## src/rtl/fetch_align_buffer.sv

```systemverilog
// Fetch-stage byte queue and Y86-64 instruction aligner: streams aligned memory
// beats into a byte buffer and presents one decoded instruction per handshake.
module fetch_align_buffer #(
  parameter int FETCH_BYTES = 8,
  parameter int BUF_BYTES   = 24
) (
  input  logic                     clk,
  input  logic                     rst_n,
  input  logic                     redirect_valid,
  input  logic [63:0]              redirect_pc,
  output logic                     mem_req_valid,
  output logic [63:0]              mem_req_addr,
  input  logic                     mem_req_ready,
  input  logic                     mem_rsp_valid,
  input  logic [8*FETCH_BYTES-1:0] mem_rsp_data,
  input  logic                     mem_rsp_error,
  output logic                     out_valid,
  input  logic                     out_ready,
  output logic [63:0]              out_pc,
  output logic [63:0]              out_valP,
  output logic [3:0]               out_icode,
  output logic [3:0]               out_ifun,
  output logic [3:0]               out_rA,
  output logic [3:0]               out_rB,
  output logic [63:0]              out_valC,
  output logic                     out_instr_valid,
  output logic                     out_imem_error
);
  localparam int CNT_W  = $clog2(BUF_BYTES + 1);
  localparam int SKIP_W = $clog2(FETCH_BYTES);
  localparam int BUF_W  = 8 * BUF_BYTES;

  typedef enum logic [1:0] {IDLE, RUN, FAULT} state_t;

  state_t             state_p0, state_nxt;
  logic [BUF_W-1:0]   buf_p0, buf_nxt;
  logic [CNT_W-1:0]   count_p0, count_nxt;
  logic [63:0]        head_pc_p0, head_pc_nxt;
  logic [63:0]        fetch_addr_p0, fetch_addr_nxt;
  logic [SKIP_W-1:0]  skip_p0, skip_nxt;
  logic               drop_p0, drop_nxt;
  logic               pend_p0, pend_nxt;
  logic               fault_sent_p0, fault_sent_nxt;

  logic [7:0]         b0, b1;
  logic [CNT_W-1:0]   len, cons, base, n_app;
  logic               has_regs, have_instr, in_fault, fault_instr;
  logic               req_fire, rsp_take, app_ok, out_fire;
  logic [BUF_W-1:0]   app_vec;

  function automatic logic [3:0] instr_len(input logic [3:0] icode);
    case (icode)
      4'h0, 4'h1, 4'h9:       instr_len = 4'd1;
      4'h2, 4'h6, 4'hA, 4'hB: instr_len = 4'd2;
      4'h7, 4'h8:             instr_len = 4'd9;
      4'h3, 4'h4, 4'h5:       instr_len = 4'd10;
      default:                instr_len = 4'd1;
    endcase
  endfunction

  assign b0          = buf_p0[7:0];
  assign b1          = buf_p0[15:8];
  assign len         = CNT_W'(instr_len(b0[7:4]));
  assign has_regs    = (len == CNT_W'(2)) || (len == CNT_W'(10));
  assign have_instr  = (count_p0 != '0) && (count_p0 >= len);
  assign in_fault    = (state_p0 == FAULT) && !have_instr;
  assign fault_instr = in_fault && !fault_sent_p0;

  assign mem_req_valid = (state_p0 == RUN) && !pend_p0 &&
                         (count_p0 <= CNT_W'(BUF_BYTES - FETCH_BYTES));
  assign mem_req_addr  = fetch_addr_p0;

  assign req_fire = mem_req_valid && mem_req_ready;
  // Responses only count while one is outstanding, so beats arriving after reset are ignored.
  assign rsp_take = mem_rsp_valid && pend_p0;
  assign app_ok   = rsp_take && !drop_p0 && !mem_rsp_error && (state_p0 == RUN);
  assign out_fire = out_valid && out_ready && !redirect_valid;
  assign cons     = (out_fire && !in_fault) ? len : '0;
  assign base     = count_p0 - cons;
  assign n_app    = app_ok ? (CNT_W'(FETCH_BYTES) - CNT_W'(skip_p0)) : '0;
  assign app_vec  = BUF_W'(mem_rsp_data >> {skip_p0, 3'b000});

  always_comb begin
    out_valid       = 1'b0;
    out_pc          = '0;
    out_valP        = '0;
    out_icode       = 4'h0;
    out_ifun        = 4'h0;
    out_rA          = 4'hF;
    out_rB          = 4'hF;
    out_valC        = '0;
    out_instr_valid = 1'b1;
    out_imem_error  = 1'b0;
    if (state_p0 != IDLE) begin
      out_pc = head_pc_p0;
      if (in_fault) begin
        out_valid      = fault_instr;
        out_valP       = head_pc_p0;
        out_icode      = 4'h1;
        out_imem_error = 1'b1;
      end else begin
        out_valid       = have_instr;
        out_valP        = head_pc_p0 + 64'(len);
        out_icode       = b0[7:4];
        out_ifun        = b0[3:0];
        out_instr_valid = (b0[7:4] <= 4'hB);
        if (has_regs) begin
          out_rA = b1[7:4];
          out_rB = b1[3:0];
        end
        if (len == CNT_W'(10))
          out_valC = buf_p0[79:16];
        else if (len == CNT_W'(9))
          out_valC = buf_p0[71:8];
      end
    end
  end

  always_comb begin
    state_nxt      = state_p0;
    head_pc_nxt    = head_pc_p0;
    skip_nxt       = skip_p0;
    drop_nxt       = drop_p0;
    fault_sent_nxt = fault_sent_p0;
    pend_nxt       = (pend_p0 && !mem_rsp_valid) || req_fire;
    fetch_addr_nxt = req_fire ? fetch_addr_p0 + 64'(FETCH_BYTES) : fetch_addr_p0;
    // Consumed bytes shift out at the bottom; new beat lands right above the survivors.
    buf_nxt        = (buf_p0 >> {cons, 3'b000}) |
                     (app_ok ? (app_vec << {base, 3'b000}) : '0);
    count_nxt      = base + n_app;
    if (redirect_valid) begin
      state_nxt      = RUN;
      fetch_addr_nxt = {redirect_pc[63:SKIP_W], {SKIP_W{1'b0}}};
      skip_nxt       = redirect_pc[SKIP_W-1:0];
      head_pc_nxt    = redirect_pc;
      count_nxt      = '0;
      buf_nxt        = '0;
      drop_nxt       = pend_nxt;
      fault_sent_nxt = 1'b0;
    end else begin
      if (rsp_take) begin
        drop_nxt = 1'b0;
        if (!drop_p0 && mem_rsp_error && (state_p0 == RUN))
          state_nxt = FAULT;
        if (app_ok)
          skip_nxt = '0;
      end
      if (out_fire) begin
        if (in_fault)
          fault_sent_nxt = 1'b1;
        else
          head_pc_nxt = out_valP;
      end
    end
  end

  // ---- register stage p0 ----
  always_ff @(posedge clk) begin
    if (!rst_n) begin
      state_p0      <= IDLE;
      count_p0      <= '0;
      head_pc_p0    <= '0;
      fetch_addr_p0 <= '0;
      skip_p0       <= '0;
      drop_p0       <= 1'b0;
      pend_p0       <= 1'b0;
      fault_sent_p0 <= 1'b0;
    end else begin
      state_p0      <= state_nxt;
      count_p0      <= count_nxt;
      head_pc_p0    <= head_pc_nxt;
      fetch_addr_p0 <= fetch_addr_nxt;
      skip_p0       <= skip_nxt;
      drop_p0       <= drop_nxt;
      pend_p0       <= pend_nxt;
      fault_sent_p0 <= fault_sent_nxt;
    end
  end

  always_ff @(posedge clk) begin
    buf_p0 <= buf_nxt;
  end

endmodule
```

## config.mk

```make
export PLATFORM = sky130hd
export DESIGN_NAME = fetch_align_buffer
export DESIGN_NICKNAME = d
export VERILOG_FILES = /design/src/rtl/fetch_align_buffer.sv
export SDC_FILE = /design/constraint.sdc
export NUM_CORES = 2
export LEC_CHECK = 0
export CELL_PAD_IN_SITES_DETAIL_PLACEMENT = 1
export CELL_PAD_IN_SITES_GLOBAL_PLACEMENT = 2
export CORE_UTILIZATION = 29
export DETAILED_ROUTE_END_ITERATION = 16
export MAX_ROUTING_LAYER = met4
export PLACE_DENSITY = 0.86
export SLEW_MARGIN = 20
export SYNTH_ARGS = -nofsm -noshare
export SYNTH_HDL_FRONTEND = slang
export SYNTH_SLANG_ARGS = --single-unit
```

## constraint.sdc

```tcl
create_clock -name clk -period 5.7 [get_ports clk]
set_clock_uncertainty 0.2 [all_clocks]
set_input_delay 0.57 -clock clk [delete_from_list [all_inputs] [get_ports clk]]
set_output_delay 0.57 -clock clk [all_outputs]
set_load 0.005 [all_outputs]
```

Yosys cells after proc, flatten, opt, wreduce, memory -nomap -nowiden
Memories as Yosys holds them, arrays and structs flattened. A register that Yosys moved wholly into a read port is not among the register bits.
Index checks and enable logic that the tools add are counted.
{"block": "totals", "rom_bits": 48, "wordCells": 110, "mem_count": 1, "register_bits": 333}
{"name": "(name not given)", "words": 16, "width": 3, "rd": 1, "rd_ports_with_merged_regs": 1, "wr": 0, "line": "52", "source": "case (icode)"}
{"block": "classes", "reduce_logical": 39, "n_mux": 40, "shifts": 3, "n_bitwise": 2, "order_cmp": 3, "n_eq_ne": 6, "addsub": 5}
{"operator": "64-bit two-way mux", "n": 12}
{"operator": "192-bit two-way mux", "n": 1}
{"operator": "192-bit bitwise OR", "n": 1}
{"operator": "192-bit by 8-bit << shifter with 192-bit output", "n": 1}
{"operator": "192-bit by 7-bit >> shifter with 192-bit output", "n": 1}
{"operator": "64-bit by 6-bit >> shifter with 192-bit output", "n": 1}
{"operator": "64-bit by 4-bit adder with 64-bit output", "n": 1}
{"operator": "64-bit by 4-bit adder with 64-bit output, second input constant", "n": 1}
{"operator": "4-bit two-way mux", "n": 12}
{"operator": "1-bit logical AND", "n": 16}
{"operator": "2-bit nonzero test", "n": 6}
{"operator": "1-bit two-way mux", "n": 11}
{"operator": "2-bit AND reduction", "n": 5}
{"operator": "3-bit two-way mux", "n": 3}
{"operator": "4-bit == test, second input constant", "n": 2}
{"operator": "1-bit logical NOT", "n": 8}
{"operator": "5-bit adder", "n": 1}
{"operator": "5-bit by 4-bit >= comparator with 1-bit output", "n": 1}
{"operator": "5-bit <= comparator, second input constant", "n": 1}
{"operator": "5-bit two-way mux", "n": 1}
{"operator": "5-bit nonzero test", "n": 1}
{"operator": "4-bit by 3-bit subtractor with 5-bit output, first input constant", "n": 1}
{"operator": "5-bit by 4-bit subtractor with 5-bit output", "n": 1}
{"operator": "4-bit by 2-bit == test with 1-bit output, second input constant", "n": 1}
{"operator": "7 further kinds", "n": 8}

Depth between registers and ports, before layout
{"block": "logic_depth", "word_depth": 16, "depth_mapped": 23}

Least setup slack after synthesis
No wires, ideal clock.
{"block": "synth_path", "path_kind": "register -> register", "from": "register, netlist name len[1]", "to": "register buf_p0[146]", "stages_incl_launch_ff": 22, "setup_ns": 0.074, "t_required_ns": 5.426, "period_less_slack_ns": 5.258, "slack_ns": 0.442, "arrival_time_ns": 4.983, "path_cell_list": "dfxtp_1 > clkbuf_1 > inv_1 > ha_1 > nand4bb_1 > o211ai_1 > and2_1 > clkbuf_1 > inv_1 > clkbuf_1 > clkbuf_1 > buf_1 > ha_1 > o21a_1 > or3_1 > and2_1 > a311oi_1 > nand2_1 > nor2_1 > clkbuf_1 > a22oi_1 > o21ai_0"}
{"block": "synth_between", "elab_chain_cells": 15, "word_cells_on_any_way": 17}
{"element": "5-bit by 4-bit >= comparator with 1-bit output", "line": "65", "source": "assign have_instr = (count_p0 != '0) && (count_p0 >= len);"}
{"element": "1-bit logical AND", "line": "65"}
{"element": "1-bit logical NOT", "line": "66", "source": "assign in_fault = (state_p0 == FAULT) && !have_instr;"}
{"element": "1-bit logical AND", "line": "66"}
{"element": "1-bit logical AND", "line": "67", "source": "assign fault_instr = in_fault && !fault_sent_p0;"}
{"element": "1-bit two-way mux", "line": "96", "source": "if (in_fault) begin"}
{"element": "1-bit two-way mux", "line": "94", "source": "if (state_p0 != IDLE) begin"}
{"element": "1-bit logical AND (2 in series)", "line": "77", "source": "assign out_fire = out_valid && out_ready && !redirect_valid;"}
{"element": "1-bit logical AND", "line": "78", "source": "assign cons = (out_fire && !in_fault) ? len : '0;"}
{"element": "4-bit two-way mux (*)", "line": "78"}
{"element": "5-bit by 4-bit subtractor with 5-bit output", "line": "79", "source": "assign base = count_p0 - cons;"}
{"element": "192-bit by 8-bit << shifter with 192-bit output", "line": "129", "source": "(app_ok ? (app_vec << {base, 3'b000}) : '0);"}
{"element": "192-bit two-way mux", "line": "129"}
{"element": "192-bit bitwise OR (*)", "line": "128", "source": "buf_nxt = (buf_p0 >> {cons, 3'b000}) |"}
{"element": "to (signal assigned)", "line": "181", "source": "buf_p0 <= buf_nxt;"}
{"element": "to (decl)", "line": "36", "source": "logic [BUF_W-1:0] buf_p0, buf_nxt;"}
Every way passes the cells marked *; elsewhere a longest branch is shown, timed or not.
A chain may end at the register's enable or synchronous reset.

Worst setup path after layout
{"block": "layout_path", "from": "register, netlist name len[1]", "to": "output port out_rA[3]"}
{"block": "layout_between", "elab_chain_cells": 6, "word_cells_on_any_way": 10}
{"element": "5-bit by 4-bit >= comparator with 1-bit output", "line": "65"}
{"element": "1-bit logical AND", "line": "65"}
{"element": "1-bit logical NOT", "line": "66"}
{"element": "1-bit logical AND", "line": "66"}
{"element": "4-bit two-way mux (*)", "line": "96"}
{"element": "4-bit two-way mux (*)", "line": "94"}
{"element": "to (decl)", "line": "23", "source": "output logic [3:0] out_rA,"}
Marked as above.

==> results.cfg <==
[final_layout]
final_util = 0.3668
layout_common_cells = nand2_1 (412), clkdlybuf4s50_1 (405), mux2i_1 (366)
stdcell_area_mm2 = 0.03301
final_cells = 4954
fill_cells = 10910
layout.nets = 3888
area_growth_pct = 25.18
multi_input_area_mm2 = 0.01843
seqCellArea_mm2 = 0.006675
drive_gt1_frac = 0.08046
layout_commonest_cell = nand2_1

[global_routing]
grt_max_degree = 166
grt_overflow = 0
antenna_found_initial = 14
grt_first_pass_wirelength_um = 197800
grt_usage = 0.2922
grt_pass1_vias = 28590

[place]
placedCellCount = 4869
portBuffers = 407
dpl_cell_area_mm2 = 0.03167
hpwl_um = 102300
place_ws_ns = 0.6662
gp_congestion = 0.9817

[cts]
cts_root_buf = clkbuf_16
cts_buffer_depth = 3
cts_setup_buffers = 0
post_cts_resized = 0
holdBufCountCts = 0
numCtsBuffers = 41
htreeDepth = 2
path_clk_slew_ns = 0.06
cts_tree = yes
clk_latency_ns = 0.59
cts.sinks = 333

[power_and_ir_drop]
p_int_mw = 4.365
swShare = 0.3087
powerDensity_mw_per_mm2 = 191.3
leakage_nw = 12.65
combPwrFrac = 0.178
p_seq_frac = 0.397
ir_worst_vdd_v = 0.0001658
clkPwrFrac = 0.425
power.switching_mw = 1.949

[timing]
finalHoldViolCount = 0
fin_crit_sh = 0.9540
max_slew_margin = 0.1123
timing.fmax_mhz = 183.9
rsz0062_at_grt = false
setup_viol_count_final = 0
worstMarginPinSlew_ns = 1.318
tns_ns = 0
slew_violations = 0
min_period_ns = 5.438
fin_ws_ns = 0.2621

[floorplan]
dieArea_mm2 = 0.09215
core.rowCount = 110
dieWidth_um = 303.6
die_y_um = 303.6
start_util = 0.2930
ios = 411
core_mm2 = 0.09001

[drt]
wl_per_cell_um = 27.55
vias_per_cell = 5.967
drt_pass1_iterations = 5
drcViolationCount = 0
final_antenna_net_count = 0
dr_total_vias = 29560
drt_first_iter_violations = 3174
wl_um = 136500

[synth]
netlist.area_leader.share = 0.2528
synth.area.top_cells = dfxtp_1 (25%), mux2i_1 (14%), nand2_1 (5.9%), nor2_1 (4.8%), a21oi_1 (4.3%)
synth_largest_area_cell = dfxtp_1
yosysUniqueCellTypes = 83
ys_warn_count = 0
async_reset_ff_frac = 0
syn_area_mm2 = 0.02637
netlist_instances = 3488
synth_ff_type = dfxtp_1
ys_seq_area_frac = 0.2528
synth-seq-cells = 333
synth_area_per_cell_um2 = 7.561
synth_edf_count = 0

[critical_path]
cp-end-kind = output port
criticalPathCategory = flip-flop to output port
cp.arrival_ns = 4.67
critPathSlowestCell = nor3_1
worstPathMaxFanout = 39
cp_data_required_time_ns = 4.93
r2r_cells = 12
timing.rr.start = count_p0[0]
path_cells = inv_1 > ha_1 > nand4bb_1 > o211a_1 > buf_4 > o21ai_4 > buf_4 > nand2_2 > nor3_1 > buf_4 > nand2b_1 > clkdlybuf4s50_1
r2r_setup_slack_ns = 0.62
crit_path_frequent_cell = buf_4
slowest_delay_ns = 0.79
worst_r2r_endpoint = buf_p0[41]
critPathBufInv = 5
critPathLaunchType = flip-flop
cp_top_family = simple AND/OR/NAND/NOR gates

[hold_path]
hold_path_end = mem_req_addr[48]
hp-class = input port to flip-flop
hold_depth = 3
min_from = redirect_valid

[outcome]
status = finished clean

[flow_run]
drv_cap = 0
[Yosys cell counts, types with 11 or more instances]
master and n:
inv_1 39, xnor2_1 73, a221oi_1 23, a22oi_1 134, nor2_1 340, nand2_1 414, nand3_1 171, or3_1 18
o211ai_1 26, a21oi_1 228, a211oi_1 23, a21o_1 13, o221ai_1 20, ha_1 14, o21ai_0 173, o22ai_1 51
buf_2 38, nor4_1 19, mux4_2 21, o2bb2ai_1 27, nor3_1 55, a31oi_1 54, and4_1 15, and3_1 37
mux2i_1 366, buf_1 46, o32ai_1 20, nor2b_1 24, nand2b_1 20, mux2_2 56, dfxtp_1 333, xor2_1 89
clkbuf_1 215, o21a_1 13, a22o_1 12, and2_1 78, nand4_1 33, o22a_1 11
[worst min-delay path: cells and delay by family]
| family | cells | cell delay [ns] |
|---|---|---|
| buf+inv | 1 | 0.17 |
| simple gates | 2 | 0.17 |
[flip-flops by register name, indices dropped and copies added, names as in the netlist]
register	flops
buf_p0	192
count_p0	5
drop_p0	1
fault_sent_p0	1
head_pc_p0	64
len	3
mem_req_addr	61
pend_p0	1
skip_p0	3
state_p0	2
[layout make-up]
cell class              count  area share
diodes                     12   0.0009096
clock inverters            11    0.002767
clock buffers              62     0.03714
repair buffers            508      0.1481
multi-input cells        2804      0.5584
well taps                1176     0.04457
inverters                  48    0.005912
flip-flops and latches    333      0.2022
[power by group through the flow]
stage | Sequential (mW) | Combinational (mW) | Clock [mW]
2_1_floorplan | 2.51 | 0.556 | 0
5_1_grt | 2.52 | 1.18 | 2.77
3_5_place_dp | 2.55 | 1.09 | 0
6_report | 2.51 | 1.13 | 2.68
3_3_place_gp | 2.55 | 1.08 | 0
4_1_cts | 2.50 | 1.10 | 2.69
[stage by stage]
step	hold WS [ns]	power [mW]
final	0.2007	6.315
after global routing	0.1975	6.474
after detailed placement	0.2609	3.643
after CTS	0.1837	6.286
after global placement	0.2530	3.634
after floorplan	0.2374	3.065
[worst max-delay path by stage]
stage,startpoint,end,slack (ns),cells past startpoint
floorplan,len[1],buf_p0[146],0.44,21
finish,len[1],out_rA[3],0.26,12
global route,len[1],out_rA[3],0.06,12
global placement,out_ready,buf_p0[43],0.75,11
detailed placement,out_ready,buf_p0[43],0.67,11
CTS,len[1],out_rA[3],0.31,12
[metal layers]
layer | GRT usage | vias up | wire (um)
li1 | - | 13250 | -
met5 | - | - | 0
met3 | 0.06361 | 241 | 11610
met1 | 0.4144 | 14750 | 63210
met4 | 0.09321 | 0 | 4464
met2 | 0.4052 | 1327 | 57230
[kinds of logic after synthesis]
kind of cell	after synthesis	share of synthesized area
AOI/OAI and AO/OA	923	0.2307
xor gates and xnor gates	162	0.05380
adders and majority gates	17	0.008919
buffers and inverters	353	0.05318
DFF	333	0.2528
muxes	443	0.1807
other	1	0.0001422
and+or+nand+nor	1256	0.2198
(Power assumes the default switching activity.)
